--- src/rtl/i2c_pkg.sv ---
// Shared types for the I2C master: controller states, ACK levels and the
// per-bit strobe bundle handed to the datapath.
package i2c_pkg;

  typedef enum logic [3:0] {
    ST_IDLE        = 4'd0,
    ST_START       = 4'd1,
    ST_ADDR        = 4'd2,
    ST_ADDR_ACK    = 4'd3,
    ST_WDATA       = 4'd4,
    ST_WDATA_ACK   = 4'd5,
    ST_RSTART      = 4'd6,
    ST_ADDR_RD     = 4'd7,
    ST_ADDR_RD_ACK = 4'd8,
    ST_RDATA       = 4'd9,
    ST_MACK        = 4'd10,
    ST_STOP        = 4'd11,
    ST_DONE        = 4'd12
  } state_t;

  localparam logic ACK  = 1'b0;
  localparam logic NACK = 1'b1;

  typedef struct packed {
    logic start_bit;
    logic stop_bit;
    logic send_addr;
    logic send_data;
    logic read_ack;
    logic send_ack;
    logic read_data;
  } strobe_t;

  localparam strobe_t STROBE_NONE = 7'b000_0000;

endpackage

--- src/rtl/i2c_scl_gen.sv ---
// SCL divider: toggles SCL every HALF_PER clocks while running and flags each
// rise/fall in the same clock as the toggle. When disabled it parks SCL high.
module i2c_scl_gen #(
  parameter int HALF_PER = 125
) (
  input  logic clk,
  input  logic rst,
  input  logic run,
  output logic scl,
  output logic p_edge,
  output logic n_edge
);

  localparam int CW = (HALF_PER > 1) ? $clog2(HALF_PER) : 1;
  localparam logic [CW-1:0] WRAP = CW'(HALF_PER - 1);

  logic [CW-1:0] cnt_r;

  // Half-period counter; a disabled generator still completes a low half so SCL only stops high
  always_ff @(posedge clk) begin
    if (!rst) begin
      cnt_r  <= {CW{1'b0}};
      scl    <= 1'b1;
      p_edge <= 1'b0;
      n_edge <= 1'b0;
    end else if (!run && scl) begin
      cnt_r  <= {CW{1'b0}};
      p_edge <= 1'b0;
      n_edge <= 1'b0;
    end else if (cnt_r == WRAP) begin
      cnt_r  <= {CW{1'b0}};
      scl    <= ~scl;
      p_edge <= ~scl;
      n_edge <= scl;
    end else begin
      cnt_r  <= cnt_r + 1'b1;
      p_edge <= 1'b0;
      n_edge <= 1'b0;
    end
  end

endmodule

--- src/rtl/i2c_master_ctrl.sv ---
// I2C master control FSM: sequences START, address, write bytes, optional
// repeated-START read phase and STOP, driving the datapath strobes.
module i2c_master_ctrl
  import i2c_pkg::*;
#(
  parameter int DATA_WIDTH = 9,
  parameter int MAX_RD     = 16,
  parameter int HALF_PER   = 125
) (
  input  logic                            clk,
  input  logic                            rst,
  input  logic                            req,
  input  logic                            rw,
  input  logic [$clog2(DATA_WIDTH+1)-1:0] num_wr,
  input  logic [$clog2(MAX_RD+1)-1:0]     num_rd,
  input  logic                            ack_in,
  output logic                            scl,
  output logic                            p_edge,
  output logic                            n_edge,
  output logic                            start_bit,
  output logic                            stop_bit,
  output logic                            send_addr,
  output logic                            send_data,
  output logic                            read_ack,
  output logic                            send_ack,
  output logic                            read_data,
  output logic [1:0]                      repeated_start,
  output logic                            ack_i,
  output logic                            rd_valid,
  output logic                            busy,
  output logic                            done,
  output logic                            nack_err
);

  localparam int WW  = $clog2(DATA_WIDTH + 1);
  localparam int RW  = $clog2(MAX_RD + 1);
  localparam int WTW = $clog2(HALF_PER + 1);
  localparam logic [WTW-1:0] HP_LAST = WTW'(HALF_PER - 1);
  localparam logic [WTW-1:0] HQ_LAST = WTW'(HALF_PER / 2 - 1);

  state_t         state_r;
  state_t         wr_next_s;
  strobe_t        strobe_r;
  logic [1:0]     phase_r;
  logic [2:0]     bit_cnt_r;
  logic [WW-1:0]  byte_cnt_r;
  logic [RW-1:0]  rd_cnt_r;
  logic [WTW-1:0] wait_r;
  logic           rw_r;
  logic           run_r;

  i2c_scl_gen #(.HALF_PER(HALF_PER)) u_scl_gen (
    .clk    (clk),
    .rst    (rst),
    .run    (run_r),
    .scl    (scl),
    .p_edge (p_edge),
    .n_edge (n_edge)
  );

  assign start_bit = strobe_r.start_bit;
  assign stop_bit  = strobe_r.stop_bit;
  assign send_addr = strobe_r.send_addr;
  assign send_data = strobe_r.send_data;
  assign read_ack  = strobe_r.read_ack;
  assign send_ack  = strobe_r.send_ack;
  assign read_data = strobe_r.read_data;

  // Where to go once the address-W or a write byte has been ACKed
  always_comb begin
    if (byte_cnt_r != {WW{1'b0}}) begin
      wr_next_s = ST_WDATA;
    end else if (rw_r) begin
      wr_next_s = ST_RSTART;
    end else begin
      wr_next_s = ST_STOP;
    end
  end

  // Transaction sequencer; phase_r splits each state into wait-for-edge steps
  always_ff @(posedge clk) begin
    if (!rst) begin
      state_r        <= ST_IDLE;
      strobe_r       <= STROBE_NONE;
      phase_r        <= 2'd0;
      bit_cnt_r      <= 3'd0;
      byte_cnt_r     <= {WW{1'b0}};
      rd_cnt_r       <= {RW{1'b0}};
      wait_r         <= {WTW{1'b0}};
      rw_r           <= 1'b0;
      run_r          <= 1'b0;
      repeated_start <= 2'b00;
      ack_i          <= NACK;
      rd_valid       <= 1'b0;
      busy           <= 1'b0;
      done           <= 1'b0;
      nack_err       <= 1'b0;
    end else begin
      strobe_r.start_bit <= 1'b0;
      strobe_r.send_ack  <= 1'b0;
      rd_valid           <= 1'b0;
      done               <= 1'b0;
      case (state_r)
        ST_IDLE: begin
          if (req) begin
            rw_r               <= rw;
            byte_cnt_r         <= num_wr;
            rd_cnt_r           <= (num_rd == {RW{1'b0}}) ? RW'(1) : num_rd;
            busy               <= 1'b1;
            nack_err           <= 1'b0;
            wait_r             <= {WTW{1'b0}};
            strobe_r.start_bit <= 1'b1;
            state_r            <= ST_START;
          end else begin
            busy <= 1'b0;
          end
        end
        ST_START: begin
          if (wait_r == HP_LAST) begin
            run_r              <= 1'b1;
            bit_cnt_r          <= 3'd0;
            strobe_r.send_addr <= 1'b1;
            state_r            <= ST_ADDR;
          end else begin
            wait_r <= wait_r + 1'b1;
          end
        end
        ST_ADDR, ST_WDATA, ST_ADDR_RD: begin
          if (n_edge) begin
            bit_cnt_r <= bit_cnt_r + 3'd1;
            if (bit_cnt_r == 3'd7) begin
              strobe_r.send_addr <= 1'b0;
              strobe_r.send_data <= 1'b0;
              phase_r            <= 2'd0;
              case (state_r)
                ST_ADDR:  state_r <= ST_ADDR_ACK;
                ST_WDATA: begin
                  state_r <= ST_WDATA_ACK;
                  if (byte_cnt_r != {WW{1'b0}}) byte_cnt_r <= byte_cnt_r - 1'b1;
                end
                default:  state_r <= ST_ADDR_RD_ACK;
              endcase
            end
          end
        end
        ST_ADDR_ACK, ST_WDATA_ACK, ST_ADDR_RD_ACK: begin
          case (phase_r)
            2'd0: if (n_edge) begin
              strobe_r.send_ack <= 1'b1;
              strobe_r.read_ack <= 1'b1;
              ack_i             <= NACK;
              phase_r           <= 2'd1;
            end
            2'd1: if (p_edge) phase_r <= 2'd2;
            2'd2: begin
              strobe_r.read_ack <= 1'b0;
              phase_r           <= 2'd0;
              if (ack_in == NACK) begin
                nack_err <= 1'b1;
                state_r  <= ST_STOP;
              end else if (state_r == ST_ADDR_RD_ACK) begin
                state_r <= ST_RDATA;
              end else begin
                strobe_r.send_data <= (wr_next_s == ST_WDATA);
                state_r            <= wr_next_s;
              end
            end
            default: phase_r <= 2'd0;
          endcase
        end
        ST_RSTART: begin
          case (phase_r)
            2'd0: if (n_edge) begin
              run_r          <= 1'b0;
              repeated_start <= 2'b01;
              phase_r        <= 2'd1;
            end
            2'd1: if (p_edge) begin
              wait_r  <= {WTW{1'b0}};
              phase_r <= 2'd2;
            end
            2'd2: begin
              if (wait_r == HQ_LAST) begin
                repeated_start <= 2'b11;
                wait_r         <= {WTW{1'b0}};
                phase_r        <= 2'd3;
              end else begin
                wait_r <= wait_r + 1'b1;
              end
            end
            default: begin
              if (wait_r == HQ_LAST) begin
                repeated_start     <= 2'b00;
                run_r              <= 1'b1;
                bit_cnt_r          <= 3'd0;
                strobe_r.send_addr <= 1'b1;
                phase_r            <= 2'd0;
                state_r            <= ST_ADDR_RD;
              end else begin
                wait_r <= wait_r + 1'b1;
              end
            end
          endcase
        end
        ST_RDATA: begin
          if (phase_r == 2'd0) begin
            if (n_edge) begin
              strobe_r.send_ack  <= 1'b1;
              strobe_r.read_data <= 1'b1;
              ack_i              <= NACK;
              bit_cnt_r          <= 3'd0;
              phase_r            <= 2'd1;
            end
          end else if (p_edge) begin
            bit_cnt_r <= bit_cnt_r + 3'd1;
            if (bit_cnt_r == 3'd7) begin
              strobe_r.read_data <= 1'b0;
              rd_valid           <= 1'b1;
              phase_r            <= 2'd0;
              state_r            <= ST_MACK;
              if (rd_cnt_r != {RW{1'b0}}) rd_cnt_r <= rd_cnt_r - 1'b1;
            end
          end
        end
        ST_MACK: begin
          if (phase_r == 2'd0) begin
            if (n_edge) begin
              strobe_r.send_ack <= 1'b1;
              ack_i             <= (rd_cnt_r != {RW{1'b0}}) ? ACK : NACK;
              phase_r           <= 2'd1;
            end
          end else if (p_edge) begin
            phase_r <= 2'd0;
            state_r <= (rd_cnt_r != {RW{1'b0}}) ? ST_RDATA : ST_STOP;
          end
        end
        ST_STOP: begin
          case (phase_r)
            2'd0: if (n_edge) begin
              strobe_r.stop_bit <= 1'b1;
              run_r             <= 1'b0;
              phase_r           <= 2'd1;
            end
            2'd1: if (p_edge) begin
              wait_r  <= {WTW{1'b0}};
              phase_r <= 2'd2;
            end
            default: begin
              if (wait_r == HP_LAST) begin
                strobe_r.stop_bit <= 1'b0;
                busy              <= 1'b0;
                done              <= 1'b1;
                phase_r           <= 2'd0;
                state_r           <= ST_DONE;
              end else begin
                wait_r <= wait_r + 1'b1;
              end
            end
          endcase
        end
        ST_DONE: begin
          ack_i   <= NACK;
          state_r <= ST_IDLE;
        end
        default: begin
          strobe_r <= STROBE_NONE;
          run_r    <= 1'b0;
          busy     <= 1'b0;
          state_r  <= ST_IDLE;
        end
      endcase
    end
  end

endmodule
--- config.mk ---
export PLATFORM = sky130hd
export DESIGN_NAME = i2c_master_ctrl
export DESIGN_NICKNAME = d
export VERILOG_FILES = /design/src/rtl/i2c_pkg.sv /design/src/rtl/i2c_scl_gen.sv /design/src/rtl/i2c_master_ctrl.sv
export SDC_FILE = /design/constraint.sdc
export NUM_CORES = 1
export LEC_CHECK = 0
export BUFFER_PORTS_ARGS = -buffer_cell sky130_fd_sc_hd__clkbuf_2
export CAP_MARGIN = 5
export CORE_ASPECT_RATIO = 1.5
export CORE_MARGIN = 4
export CORE_UTILIZATION = 46
export CTS_CLUSTER_DIAMETER = 150
export DETAILED_ROUTE_END_ITERATION = 8
export GPL_TIMING_DRIVEN = 0
export SETUP_SLACK_MARGIN = 0.2
export SLEW_MARGIN = 40
export SYNTH_ARGS = -nofsm -noshare
export SYNTH_HDL_FRONTEND = slang
export SYNTH_SLANG_ARGS = --single-unit
--- constraint.sdc ---
create_clock -name clk -period 2.8 [get_ports clk]
set_input_delay 0 -clock clk [delete_from_list [all_inputs] [get_ports clk]]
set_output_delay 0 -clock clk [all_outputs]
set_load 0.01 [all_outputs]
==> flow_metrics.tcl <==
set metrics [dict create \
    synthesis.instances 478 \
    avgRoutedWirePerCell_um 19.01 \
    clk-insertion-delay-late_ns 0.30 \
    power_density_nw_per_um2 887.1 \
    final_common_cell "sky130_fd_sc_hd__nor2_1" \
    postRouteAntennaNets 0 \
    cts_buffer_depth 2 \
    p_leak_nw 1.551 \
    max_slew_margin_vs_limit_pct 49.98 \
    synth_edf_count 0 \
    route.vias.total 3771 \
    drv.max_cap_violation_count 0 \
    placement.setup.worst_slack_ns -0.04266 \
    hold_ep "rw_r" \
    seqCellArea_um2 1022 \
    crit-reg2reg-capture "state_r[1]" \
    area_growth_pct 12.89 \
    grt_max_degree 19 \
    cts_htree_levels 2 \
    syn_nets 506 \
    final_core_utilization_pct 53.76 \
    layout_worst_path_cycle_share_pct 85.99 \
    synth.yosys.seq_area_share_pct 27.98 \
    place_hpwl_um 9017 \
    timing.setup.critical_path_class "flop to flop" \
    stdcell_area_um2 4119 \
    synth_seq_cells 51 \
    synth_top_cell_by_area "sky130_fd_sc_hd__dfxtp_1" \
    via_count_of_the_first_global_routing_pass 3739 \
    worst_ir_drop_vdd_uv 493.3 \
    routed_via_density 6.082 \
    multiInputGateArea_um2 2389 \
    fp.coreArea_um2 7661 \
    worst-r2r-cell-count 9 \
    maxSlewViolCount 0 \
    critical_path.reg2reg.startpoint "phase_r[0]" \
    drt_first_pass_iters 5 \
    crit_path_end_kind "flop" \
    globalRouteOverflowTotal 0 \
    cts_root_buffer "sky130_fd_sc_hd__clkbuf_16" \
    overall_power_consumption_mw 3.654 \
    maximum_achievable_frequency_mhz 415.4 \
    placement.io_buffers 30 \
    tritoncts_num_sinks 51 \
    setup_ws_ns 0.3924 \
    globalRouteTotalUtil_pct 26.07 \
    die_height_um 117.1 \
    fill_cells 787 \
    die_width_um 80.72 \
    floorplan.die_area_um2 9450 \
    minimum_clock_period_ns 2.408 \
    detailedRoute.firstIterationViolations 403 \
    whs_path_depth 3 \
    arrival_ns 2.61 \
    yosys_warnings 0 \
    main_flop_type_after_synthesis "sky130_fd_sc_hd__dfxtp_1" \
    yosys.area.top_type_share_pct 27.98 \
    boundaryPins 31 \
    setup_repair_after_global_routing_missed_its_margin "false" \
    worst_setup_path_start_kind "flop" \
    clock_tree_from_tritoncts "yes" \
    grt_antenna_before_repair 0 \
    antenna_cells_inserted 0 \
    wirelength_um 11790 \
    hold_start "req" \
    hold_violations 0 \
    proportion_of_synthesized_flip_flops_having_asynchronous_set_or_reset_pct 0 \
    skew_ns 0.007687 \
    drc_errors 0 \
    min_path_type "input pin to flop" \
    timing.critical_path.required_ns 3.00 \
    setup-violations-final 0 \
    tightestPinTransition_ns 0.7503 \
    synth_area_um2 3648 \
    outcome "finished clean" \
    drive_above_1_share_pct 16.22 \
    clkSlewWorstSetupHoldPaths_ns 0.08 \
    placed_cell_area_um2 3926 \
    synth.top_cells.by_area "sky130_fd_sc_hd__dfxtp_1 28%, sky130_fd_sc_hd__nor2_1 5.7%, sky130_fd_sc_hd__a21oi_1 5.6%, sky130_fd_sc_hd__ha_1 4.8%, sky130_fd_sc_hd__o21ai_0 4.4%" \
    synth.distinct_cells 76 \
    crit_fanout 10 \
    num_cts_buffers 5 \
    grt_pass1_wl_um 18960 \
    fp-row-count 39 \
    routabilityCongestion 0.9940 \
    nets_final 545 \
    syn_avg_cell_area_um2 7.633 \
    r2r_slack_ns 0.39 \
    final_cell_mix "54 x sky130_fd_sc_hd__nor2_1, 50 x sky130_fd_sc_hd__dfxtp_1, 41 x sky130_fd_sc_hd__a21oi_1, 34 x sky130_fd_sc_hd__nand2_1" \
    initial_utilization_pct 47.62 \
]
-- through the flow --
step / hold WS, ns / instances / setup TNS (ns)
global route: 0.08866 / 620 / 0
finish: 0.06710 / 620 / 0
floorplan: 0.1475 / 478 / 0
CTS: 0.06230 / 619 / 0
global placement: 0.2485 / 610 / 0
detailed placement: 0.2606 / 610 / -0.04266
-- cell usage after synthesis (all sizes together) (3+ instances only) --
master	n
o211ai	6
xnor2	3
nand4	5
a21oi	42
and3	4
o22ai	3
buf	22
nor2	56
nor4	3
dfxtp	51
nand3	17
mux2	3
nor2b	8
nor3	11
nand2b	18
clkbuf	11
mux2i	6
o21ai	34
a211o	3
xor2	6
a22oi	3
or3b	3
a32oi	3
ha	14
or2	7
inv	20
a211oi	10
nand2	34
and2	5
nand3b	8
or3	4
o21a	3
o32ai	3
nor3b	4
a31oi	7
a221o	3
o2111ai	3
-- logic make-up after synthesis --
group / count (synthesis) / share of synthesized area [%]
buf+inv: 53 / 7.064
simple gates: 195 / 28.50
fa+ha+maj: 14 / 4.801
flops: 51 / 27.98
xor+xnor: 9 / 2.161
compound gates: 147 / 26.92
mux: 9 / 2.572
-- critical path, cell delays in order (launching register included) --
cell,delay (ns)
sky130_fd_sc_hd__dfxtp_1,0.41
sky130_fd_sc_hd__inv_1,0.10
sky130_fd_sc_hd__ha_1,0.21
sky130_fd_sc_hd__clkbuf_2,0.22
sky130_fd_sc_hd__nor2_4,0.19
sky130_fd_sc_hd__nand4_1,0.18
sky130_fd_sc_hd__a221oi_2,0.35
sky130_fd_sc_hd__o2111ai_2,0.16
sky130_fd_sc_hd__buf_4,0.19
sky130_fd_sc_hd__o31ai_1,0.29
-- flip-flops by register name (all words and copies together) (netlist names), 2 cells and up --
signal / count
phase_r: 2
repeated_start: 2
u_scl_gen.cnt_r: 7
byte_cnt_r: 4
wait_r: 7
rd_cnt_r: 5
state_r: 4
bit_cnt_r: 3
-- how the worst max path moves through the flow --
stage / to / slack [ns] / startpoint
6_report: state_r[1] / 0.39 / phase_r[0]
5_1_grt: state_r[1] / 0.26 / phase_r[0]
4_1_cts: state_r[1] / 0.28 / phase_r[1]
3_5_place_dp: state_r[1] / -0.04 / phase_r[1]
3_3_place_gp: state_r[1] / 0.03 / phase_r[1]
2_1_floorplan: state_r[1] / 0.59 / phase_r[1]
-- power breakdown --
part	switching [mW]	total, mW	internal (mW)
clock	0.315	0.655	0.340
combinational	1.33	2.09	0.753
sequential	0.0858	0.913	0.827
-- final cells by class --
| class | count | share of cell area, % |
|---|---|---|
| inverter | 20 | 1.823 |
| timing repair buffer | 32 | 4.070 |
| buffer | 33 | 4.496 |
| tap | 102 | 3.098 |
| sequential | 51 | 24.82 |
| clock inverter | 3 | 0.6683 |
| multi-input combinational | 374 | 57.99 |
| clock buffer | 5 | 3.038 |
-- timing repair --
item | 4_1_cts | 5_1_grt
pin swaps | 0 | 0
endpoints found under the setup margin | 4 | 2
setup buffers | 0 | 1
hold buffers | 1 | 0
endpoints found under the hold margin | 1 | 0
gates resized for setup | 4 | 4
-- metal layers --
metal	share of wire, %	vias up	GRT usage, %
li1	-	1807	-
met1	39	1768	30.03
met2	50	148	45.19
met3	5.4	48	4.135
met4	5.4	0	15.22
met5	0	-	0
(Power assumes the default switching activity.)
